<file path="config.mk">
export PLATFORM = sky130hd
export DESIGN_NAME = regs_wb_arbiter
export DESIGN_NICKNAME = d
export VERILOG_FILES = /design/src/rtl/regs_wb_arbiter.sv
export SDC_FILE = /design/constraint.sdc
export NUM_CORES = 1
export LEC_CHECK = 0
export ABC_CLOCK_PERIOD_IN_PS = 1800
export CORE_MARGIN = 8
export CORE_UTILIZATION = 37
export DETAILED_ROUTE_END_ITERATION = 8
export MAX_ROUTING_LAYER = met4
export PLACE_DENSITY = 0.86
export SYNTH_ARGS = -nofsm -noshare
export SYNTH_HDL_FRONTEND = slang
export SYNTH_SLANG_ARGS = --single-unit
</file>
<file path="constraint.sdc">
create_clock -name clk -period 1.8 [get_ports clk]
set_input_delay 0.18 -clock clk [delete_from_list [all_inputs] [get_ports clk]]
set_output_delay 0.18 -clock clk [all_outputs]
set_load 0.1 [all_outputs]
</file>
<file path="src/rtl/regs_wb_arbiter.sv">
// Register-file write-port arbiter: pipeline writeback has fixed priority over the
// long-latency unit, with a busy scoreboard for RAW stalls and starvation hold control.
module regs_wb_arbiter #(
   parameter int STARVE_LIMIT = 4
) (
   input  logic        clk,
   input  logic        rst_n,
   input  logic        pipe_we_i,
   input  logic [4:0]  pipe_waddr_i,
   input  logic [31:0] pipe_wdata_i,
   output logic        pipe_hold_o,
   input  logic        lu_valid_i,
   input  logic [4:0]  lu_waddr_i,
   input  logic [31:0] lu_wdata_i,
   output logic        lu_ready_o,
   input  logic        iss_valid_i,
   input  logic [4:0]  iss_rd_i,
   input  logic [4:0]  id_reg1_raddr_i,
   input  logic [4:0]  id_reg2_raddr_i,
   output logic        id_stall_o,
   output logic        wb_reg_we_o,
   output logic [4:0]  wb_reg_waddr_o,
   output logic [31:0] wb_reg_wdata_o,
   output logic [31:0] busy_o
);

   localparam logic [4:0] LIMIT = 5'(STARVE_LIMIT);

   logic [31:0] busy_q, busy_d;
   logic [3:0]  wait_cnt_q, wait_cnt_d;
   logic        hold_q, hold_d;
   logic        lu_xfer;
   logic        lu_blocked;
   logic        sel_we;

   function automatic logic [3:0] sat_inc4(input logic [3:0] v);
      return (v == 4'hF) ? 4'hF : v + 4'd1;
   endfunction

   assign lu_ready_o = !pipe_we_i;
   assign lu_xfer    = lu_valid_i && !pipe_we_i;
   assign lu_blocked = lu_valid_i && pipe_we_i;

   always_comb begin
      sel_we         = 1'b0;
      wb_reg_waddr_o = 5'd0;
      wb_reg_wdata_o = 32'd0;
      if (pipe_we_i) begin
         sel_we         = 1'b1;
         wb_reg_waddr_o = pipe_waddr_i;
         wb_reg_wdata_o = pipe_wdata_i;
      end else if (lu_xfer) begin
         sel_we         = 1'b1;
         wb_reg_waddr_o = lu_waddr_i;
         wb_reg_wdata_o = lu_wdata_i;
      end
   end

   // x0 is hardwired zero; the handshake still completes, only the write is dropped
   assign wb_reg_we_o = sel_we && (wb_reg_waddr_o != 5'd0);

   always_comb begin
      busy_d = busy_q;
      if (lu_xfer && lu_waddr_i != 5'd0)
         busy_d[lu_waddr_i] = 1'b0;
      // a newly issued op overrides a completing one on the same register
      if (iss_valid_i && iss_rd_i != 5'd0)
         busy_d[iss_rd_i] = 1'b1;
      busy_d[0] = 1'b0;
   end

   always_comb begin
      wait_cnt_d = lu_blocked ? sat_inc4(wait_cnt_q) : 4'd0;
      hold_d     = hold_q;
      if (lu_blocked && ({1'b0, wait_cnt_q} + 5'd1 >= LIMIT))
         hold_d = 1'b1;
      else if (lu_xfer || !lu_valid_i)
         hold_d = 1'b0;
   end

   always_ff @(posedge clk or negedge rst_n) begin
      if (!rst_n) begin
         busy_q     <= 32'd0;
         wait_cnt_q <= 4'd0;
         hold_q     <= 1'b0;
      end else begin
         busy_q     <= busy_d;
         wait_cnt_q <= wait_cnt_d;
         hold_q     <= hold_d;
      end
   end

   assign busy_o      = busy_q;
   assign pipe_hold_o = hold_q;
   assign id_stall_o  = ((id_reg1_raddr_i != 5'd0) && busy_q[id_reg1_raddr_i]) ||
                        ((id_reg2_raddr_i != 5'd0) && busy_q[id_reg2_raddr_i]);

endmodule

</file>
==> qor.yml, run 1 <==
status:
  outcome: "finished with violations"
  violations: "setup timing"
clocking:
  clkLatencyLatePin_ns: 0.29
  cts_tree: "built"
  hold_buffers: 0
  clk_pin_slew_ns: 0.07
  cts_buffers: 5
  clock_sinks: 36
  clock_tree.buffer_depth: 2
  cts.htree.levels: 2
  root_buffer: "clkbuf_8"
worst_setup_path:
  required_ns: 1.62
  critPathArrivalTime_ns: 2.03
  endpoint_kind: "output port"
  crit_type: "reg2out"
  r2r_start: "wait_cnt_q[0]"
  r2r_slack_ns: 0.45
  cp-endpoint: "id_stall_o"
  start_kind: "register"
  crit_path_start: "busy_o[8]"
  r2r_end: "pipe_hold_o"
  worst-path-max-fanout: 3
  r2r_cells: 6
power_and_ir_drop:
  vdd_ir_drop_max_mv: 0.493
  switching_share: 0.525
  pwr_density_cell_nw_per_um2: 1030
  p_seq_frac: 0.217
  p_switching_w: 0.00287
  p_int_w: 0.00260
  power_w: 0.00547
  p_leak_nw: 2.20
  p_comb_frac: 0.655
  power_frac_clock: 0.128
logic_synthesis:
  yosysMostFrequentCell: "o21ai_0"
  ys.flop_type: "dfrtp_1"
  syn-mean-instance-area_sq_um: 9.34
  synth-edff-count: 0
  post_synth_num_cell_types: 42
  ys_warn_count: 0
  yosysTopAreaCell: "dfrtp_1"
  syn_nets: 373
  yosys-top-cells-area: "dfrtp_1 35%, a22o_1 13%, o21ai_0 11%"
  synth-seq-cells: 36
  synth_top_area_frac: 0.348
  netlist_instances: 277
  synth_common_cells: "59 x o21ai_0, 37 x a22o_1, 36 x dfrtp_1"
  synth.cell_area_sq_um: 2590
  synth-async-reset-ratio: 1.00
  ys_seq_area_frac: 0.348
drt:
  dr_total_vias: 3240
  drtIter0Drc: 192
  drcViolationCount: 0
  wire_per_inst_microns: 21.3
  dr.pass1.iters: 5
  wirelength_mm: 12.4
  routed_via_density: 5.56
  postRouteAntennaNets: 0
sta:
  setup_tns_ns: -0.408
  period_needed_ns: 2.21
  hold_viol_final: 0
  layout_setup_ws_ns: -0.408
  hold_ws_ns: 0.325
  rsz0062_at_grt: "yes"
  fin_crit_sh: 1.23
  tightest_slew_ns: 0.639
  slew_headroom: 0.567
  slew_violations: 0
  fin_skew_ns: 0.000262
  timing.fmax_ghz: 0.453
  setup_viol: 1
final_layout:
  antenna_cells: 0
  fill_cells: 454
  nets: 582
  area_delta_synth_final_pct: 104
  final_area_sq_um: 5290
  instances_no_fill: 583
  drive_gt1_frac: 0.483
grt:
  busiest_layer: "met2"
  grt_use_met3: 0.0810
  use_met2: 0.480
  grt_overflow: 0
  grt_max_degree: 37
  grt_usage: 0.259
  antenna_found_initial: 0
  grt_pass1_wl_mm: 19.5
  use_met1: 0.251
  grt_pass1_vias: 3649
floorplan:
  dieHeight_microns: 99.6
  floorplan.die_area_sq_um: 9930
  row_count: 30
  core_area_sq_um: 6790
  die_x_microns: 99.6
  initial_utilization: 0.381
  io_pins: 167
placed_design:
  placed_cell_area_sq_um: 5090
  dpl.cell_count: 571
  dpl.hpwl_mm: 10.5
  io_buffers: 165
  gp_congestion: 0.912
hold_path:
  holdCritPathClass: "in2async"
job:
  cap_violations: 0
-- cell families (layout without fill, tap and decap cells) --
| kind of cell | after synthesis | in the layout | synth area share |
|---|---|---|---|
| adders and majority gates | 2 | 2 | 0.00967 |
| other | 1 | 1 | 0.00145 |
| muxes | 16 | 16 | 0.111 |
| DFF | 36 | 36 | 0.348 |
| AOI/OAI and AO/OA | 117 | 117 | 0.301 |
| buffers and inverters | 27 | 237 | 0.0590 |
| and+or+nand+nor | 78 | 78 | 0.170 |
-- power groups by stage --
stage | logic, W | registers (W) | clock network (W)
floorplan | 0.00105 | 0.00240 | 0
global placement | 0.00350 | 0.00119 | 0
detailed placement | 0.00354 | 0.00120 | 0
CTS | 0.00357 | 0.00118 | 0.000699
global route | 0.00370 | 0.00121 | 0.000743
finish | 0.00358 | 0.00119 | 0.000701
-- worst min-delay path by stage --
stage,startpoint,end,cells after the start
after floorplan,rst_n,busy_o[10],0
after global placement,pipe_hold_o,pipe_hold_o,2
after detailed placement,wait_cnt_q[0],wait_cnt_q[0],1
after CTS,rst_n,busy_o[7],2
after global routing,rst_n,busy_o[7],2
final,rst_n,busy_o[7],2
-- state kept, by name (all words and copies together), names as in the netlist --
register,flops
busy_o,31
wait_cnt_q,4
pipe_hold_o,1
-- area by class of cell --
type                    instances  area [sq um]  area share
flip-flops and latches         36           946       0.179
well taps                      96           120      0.0227
multi-input cells             214          1660       0.314
inverters                       4          15.0     0.00284
clock buffers                   6          72.6      0.0137
repair buffers                225          2440       0.461
clock inverters                 2          35.0     0.00662
-- per-stage QoR --
step,setup WS (ns),utilization
finish,-0.408,0.779
global route,-0.467,0.779
CTS,-0.424,0.773
detailed placement,-0.653,0.749
global placement,-0.541,0.749
floorplan,-0.347,-
-- critical path, stage by stage, from the launching register on --
cell and delay, ns:
dfrtp_2 0.44, buf_6 0.12, mux4_2 0.43, or3b_1 0.38, o211ai_2 0.09, nand3_4 0.10
buf_12 0.18
-- repair_timing --
action | CTS | global route
endpoints found under the hold margin | 0 | 0
cloned | 1 | 0
pin swaps | 2 | 2
setup buffers | 4 | 0
endpoints found under the setup margin | 33 | 35
gates resized for setup | 11 | 15
-- placed cells by master, fill, tap and decap left out, drive strengths merged, types with 3 or more instances in the layout --
cell type	instances
a22o	37
nand3b	8
buf	132
o21ai	59
nand3	10
nor3	7
clkdlybuf4s50	87
a2111oi	5
nand2b	6
nand2	13
inv	4
mux4	9
a21oi	4
clkbuf	6
or3b	4
dfrtp	36
mux2	6
nor2	11
dlygate4sd2	4
nor2b	10
a211oi	3
-- routing by layer --
| layer | vias to the layer above | part of all wire |
|---|---|---|
| met5 | - | 0 |
| met3 | 21 | 0.085 |
| met1 | 1553 | 0.34 |
| met4 | 0 | 0.018 |
| met2 | 187 | 0.55 |
| li1 | 1479 | - |
Power figures use the tool's default switching activity.
==> inputs of run 2 (changes only) <==
Settings changed: HOLD_SLACK_MARGIN set to 0.05.
==> results of run 2 <==
Same layout as run 1: the final DEF is identical, and so are final timing and power.
